[config.mk]
export PLATFORM = sky130hd
export DESIGN_NAME = gnn_neighbor_aggregator
export DESIGN_NICKNAME = d
export VERILOG_FILES = /design/src/rtl/gnn_neighbor_aggregator.sv
export SDC_FILE = /design/constraint.sdc
export NUM_CORES = 1
export LEC_CHECK = 0
export BUFFER_PORTS_ARGS = -buffer_cell sky130_fd_sc_hd__buf_2
export CORE_UTILIZATION = 58
export CTS_CLUSTER_SIZE = 16
export DETAILED_ROUTE_END_ITERATION = 16
export PLACE_DENSITY = 0.8
export SYNTH_ARGS = -nofsm -noshare
export SYNTH_HDL_FRONTEND = slang
export SYNTH_SLANG_ARGS = --single-unit
[constraint.sdc]
create_clock -name clk -period 3.9 [get_ports clk]
set_input_delay 0.195 -clock clk [delete_from_list [all_inputs] [get_ports clk]]
set_output_delay 0.195 -clock clk [all_outputs]
set_load 0.1 [all_outputs]
[src/rtl/gnn_neighbor_aggregator.sv]
// Sequential neighbour aggregation for a small graph.
// On a start strobe, the block captures the features, the adjacency matrix and the mode.
// For each destination node it then walks all source nodes, one node per cycle.
// It accumulates either SUM or MAX over the neighbours that the adjacency row selects.
// Each result vector is presented with valid/ack. The neighbour count is reported with it.
//
// state | meaning
// IDLE  | waiting for in_ready; busy low
// ACCUM | folding source node src into the aggregate of node dst
// EMIT  | aggregate of dst on the outputs, held until out_ack
module gnn_neighbor_aggregator #(
  parameter int N_NODES = 4,
  parameter int N_FEAT  = 4,
  parameter int IN_W    = 5,
  parameter int ACC_W   = IN_W + $clog2(N_NODES),
  localparam int NODE_W = $clog2(N_NODES),
  localparam int DEG_W  = $clog2(N_NODES + 1)
) (
  input  logic                        clk,
  input  logic                        rst_n,
  input  logic                        in_ready,
  input  logic                        mode,
  input  logic [N_NODES*N_FEAT*IN_W-1:0] x_flat,
  input  logic [N_NODES*N_NODES-1:0]  adj,
  output logic                        busy,
  output logic                        out_valid,
  input  logic                        out_ack,
  output logic [NODE_W-1:0]           out_node,
  output logic [N_FEAT*ACC_W-1:0]     out_feat,
  output logic [DEG_W-1:0]            out_deg,
  output logic                        out_last
);

  typedef enum logic [1:0] {IDLE, ACCUM, EMIT} state_t;

  state_t state_q, state_d;

  logic [N_NODES*N_FEAT*IN_W-1:0] x_q;
  logic [N_NODES*N_NODES-1:0]     adj_q;
  logic                           mode_q;
  logic [NODE_W-1:0]              dst_q;
  logic [NODE_W-1:0]              src_q;
  logic [DEG_W-1:0]               deg_q;
  logic signed [ACC_W-1:0]        acc_q  [N_FEAT];
  logic [N_FEAT-1:0]              seen_q;

  logic                           src_last;
  logic                           dst_last;
  logic                           hit;
  logic [DEG_W-1:0]               deg_d;
  logic signed [ACC_W-1:0]        acc_d  [N_FEAT];
  logic [N_FEAT-1:0]              seen_d;
  logic [IN_W-1:0]                x_in   [N_FEAT];
  logic signed [ACC_W-1:0]        x_ext  [N_FEAT];

  assign src_last = (src_q == NODE_W'(N_NODES - 1));
  assign dst_last = (dst_q == NODE_W'(N_NODES - 1));
  assign hit      = adj_q[int'(dst_q) * N_NODES + int'(src_q)];

  // Next-state logic
  always_comb begin
    state_d = state_q;
    case (state_q)
      IDLE:    if (in_ready) state_d = ACCUM;
      ACCUM:   if (src_last) state_d = EMIT;
      EMIT:    if (out_ack)  state_d = dst_last ? IDLE : ACCUM;
      default: state_d = IDLE;
    endcase
  end

  // State register
  always_ff @(posedge clk or negedge rst_n) begin
    if (!rst_n) state_q <= IDLE;
    else        state_q <= state_d;
  end

  // Fold source node src into each feature of the running aggregate
  always_comb begin
    deg_d  = deg_q + DEG_W'(hit);
    seen_d = seen_q;
    for (int f = 0; f < N_FEAT; f++) begin
      x_in[f]  = x_q[(int'(src_q) * N_FEAT + f) * IN_W +: IN_W];
      x_ext[f] = {{(ACC_W - IN_W){x_in[f][IN_W-1]}}, x_in[f]};
      acc_d[f] = acc_q[f];
      if (hit) begin
        if (!mode_q) begin
          acc_d[f] = acc_q[f] + x_ext[f];
        end else if (!seen_q[f] || (x_ext[f] > acc_q[f])) begin
          // The first neighbour seeds MAX, so an all-negative set is not clamped at zero
          acc_d[f] = x_ext[f];
        end
        seen_d[f] = 1'b1;
      end
    end
  end

  // Capture, accumulation and registered outputs
  always_ff @(posedge clk or negedge rst_n) begin
    if (!rst_n) begin
      x_q       <= '0;
      adj_q     <= '0;
      mode_q    <= 1'b0;
      dst_q     <= '0;
      src_q     <= '0;
      deg_q     <= '0;
      seen_q    <= '0;
      for (int f = 0; f < N_FEAT; f++) acc_q[f] <= '0;
      busy      <= 1'b0;
      out_valid <= 1'b0;
      out_last  <= 1'b0;
      out_node  <= '0;
      out_feat  <= '0;
      out_deg   <= '0;
    end else begin
      case (state_q)
        IDLE: begin
          if (in_ready) begin
            x_q    <= x_flat;
            adj_q  <= adj;
            mode_q <= mode;
            dst_q  <= '0;
            src_q  <= '0;
            deg_q  <= '0;
            seen_q <= '0;
            for (int f = 0; f < N_FEAT; f++) acc_q[f] <= '0;
            busy   <= 1'b1;
          end
        end
        ACCUM: begin
          deg_q  <= deg_d;
          seen_q <= seen_d;
          for (int f = 0; f < N_FEAT; f++) acc_q[f] <= acc_d[f];
          if (src_last) begin
            src_q     <= '0;
            out_valid <= 1'b1;
            out_last  <= dst_last;
            out_node  <= dst_q;
            out_deg   <= deg_d;
            for (int f = 0; f < N_FEAT; f++) out_feat[f*ACC_W +: ACC_W] <= acc_d[f];
          end else begin
            src_q <= src_q + NODE_W'(1);
          end
        end
        EMIT: begin
          if (out_ack) begin
            out_valid <= 1'b0;
            out_last  <= 1'b0;
            if (dst_last) begin
              busy <= 1'b0;
            end else begin
              dst_q  <= dst_q + NODE_W'(1);
              src_q  <= '0;
              deg_q  <= '0;
              seen_q <= '0;
              for (int f = 0; f < N_FEAT; f++) acc_q[f] <= '0;
            end
          end
        end
        default: ;
      endcase
    end
  end

endmodule
==> impl_metrics.ini <==
[yosys]
async_flop_share = 1.00
synth.cell_area_mm2 = 0.00984
yosys.area.top_type_share = 0.435
ys_warn_count = 0
synth_area_leaders = dfrtp_1 43%, mux2_2 12%, ha_1 8.6%
synthFlopType = dfrtp_1
yosysTopAreaCell = dfrtp_1
ys_ff_latch = 171
yosysSeqAreaShare = 0.435
syn_nets = 1097
syn_inst = 924
synth_edf_count = 0
postSynthAreaPerCell_um2 = 10.7
yosysUniqueCellTypes = 67

[timing]
finalCritPeriodShare = 0.908
setup-tns-final_ns = 0
hold_viol = 0
relSlewSlack = 0.191
layout_setup_ws_ns = 0.358
worst_pin_slew_ns = 1.21
period_minus_slack_ns = 3.54
clock_skew_ns = 0.00759
slew_violations = 0
setup_violations = 0
rsz0062_at_grt = false
clock.fmax_mhz = 282

[hold_path]
hp-start = x_flat[47]
worstHoldPathType = in2reg

[route]
antenna_left = 0
route.detailed.drc = 0
avgViaCountPerCell = 6.08
highest_layer = met4
wl_per_cell_um = 20.2
wl_met3_mm = 1.79
wirelength_mm = 27.9
routed-via-count = 8406
dr.pass1.iters = 5
drtIter0Drc = 825
met2_length_mm = 13.8
wl_met1_mm = 11.4

[cts]
post_cts_resized = 0
cts_buffers = 17
clock-root-buffer = clkbuf_16
cts_tree = yes
cts_buffer_depth = 2
h-tree-depth = 4
cts_hold_buf = 87
cts_sinks = 171
clk_pin_slew_ns = 0.07
clk_latency_ns = 0.44
cts_setup_buffers = 0

[global_routing]
gr-total-overflow = 0
antenna_found_initial = 0
grt_pass1_vias = 8679
grt_start_max_net_pins = 101
grt_first_pass_wirelength_mm = 45.2
grt.total_usage = 0.334

[run]
drv_cap = 0

[finish]
layout_common_cells = 171 x dfrtp_1, 135 x buf_2, 101 x mux2_2, 90 x dlygate4sd3_1, 70 x nand2_1
layout_commonest_cell = dfrtp_1
n_fill_cell = 1102
seq_area_mm2 = 0.00428
drive_gt1_frac = 0.284
num-nets-final = 1322
multi_input_area_mm2 = 0.00521
area_growth_pct = 25.2
n_antenna_cell = 0

[floorplanning]
fp-row-count = 47
start_util = 0.593
die_w_um = 132
die_h_um = 132
pin_count = 137
die-area_mm2 = 0.0175
core_area_mm2 = 0.0166

[worst_setup_path]
r2r-end = acc_q[27]
cpLargestDelayFamily = compound AO/OA/AOI/OAI gates
cp_num_buf_inv = 2
crit_end = acc_q[27]
cp.depth = 13
worstPathArrival_ns = 3.87
crit_required_ns = 4.23
crit_top_cell = nor2_1
critPathMaxStageDelay_ns = 0.47
worstPathCellList = mux2_2 > o21ai_0 > buf_4 > inv_1 > ha_1 > fa_1 > nor2b_1 > o311a_1 > o2111ai_1 > or3b_2 > nor2_1 > nor2_1 > o221a_1
regToRegStartpoint = src_q[1]
end_kind = register
worst-setup-path-type = reg2reg
r2r_slack_ns = 0.36
critical-path-slowest-cell = dfrtp_1
rr_worst_depth = 13
cp_max_fo = 6
startpoint = src_q[1]
critPathLaunchType = register

[placement]
dpl.hpwl_mm = 17.3
io_buffers = 136
gp_congestion = 0.910
dp_slack_ns = 0.427

[run_status]
status = finished, final reports clean
[cells in the mapped netlist, types with 9 or more instances]
library cell and count:
ha_1 68, nand2_1 70, nand3_1 15, a31oi_1 9
o22ai_1 9, nor3_1 10, a21oi_1 63, nor2b_1 19
o21ai_1 23, clkbuf_1 31, dfrtp_1 171, mux4_2 23
nand2b_1 10, nor2_1 61, o21ai_0 42, o31ai_1 13
inv_1 47, mux2_2 101
[routing by layer]
| metal | track usage | up-vias |
|---|---|---|
| met1 | 0.428 | 4152 |
| met3 | 0.0700 | 79 |
| met2 | 0.554 | 388 |
| met5 | 0 | - |
| li1 | - | 3787 |
| met4 | 0.139 | 0 |
[through the flow]
stage / hold WS, ns / utilization / area [um^2] / cells
floorplan: -0.101 / - / 9840 / 924
global placement: 0.367 / 0.654 / 10900 / 1260
detailed placement: 0.365 / 0.654 / 10900 / 1260
CTS: 0.0000376 / 0.741 / 12300 / 1379
global route: 0.00150 / 0.743 / 12300 / 1382
finish: 0.00803 / 0.743 / 12300 / 1382
[flip-flops by register name, summed over array words and instances, names as in the netlist, 2 cells and up]
| name | cells |
|---|---|
| out_node | 2 |
| adj_q | 16 |
| acc_q | 28 |
| src_q | 2 |
| state_q | 2 |
| deg_q | 3 |
| x_q | 80 |
| out_deg | 3 |
| out_feat | 28 |
| dst_q | 2 |
[layout make-up]
class / instances / share of cell area
flip-flops and latches: 171 / 0.347
well taps: 220 / 0.0223
repair buffers: 252 / 0.147
multi-input cells: 659 / 0.423
clock inverters: 14 / 0.0105
inverters: 48 / 0.0147
clock buffers: 18 / 0.0356
[worst min-delay path by stage]
stage,depth (start not counted),endpoint,slack [ns]
after floorplan,0,acc_q[0],-0.10
after global placement,1,out_node[0],0.37
after detailed placement,1,out_node[0],0.36
after CTS,2,x_q[34],0.00004
after global routing,2,x_q[47],0.002
final,2,x_q[47],0.008
[cell families after synthesis]
kind of cell | synth area share
AO/OA/AOI/OAI | 0.149
adder cells (fa/ha/maj) | 0.0946
AND/OR/NAND/NOR | 0.104
XOR/XNOR | 0.00979
buffers and inverters | 0.0374
multiplexers | 0.171
flip-flops | 0.435
Power is not shown: default switching activity piles up to over one toggle a cycle in this logic, so the estimate is an artifact.
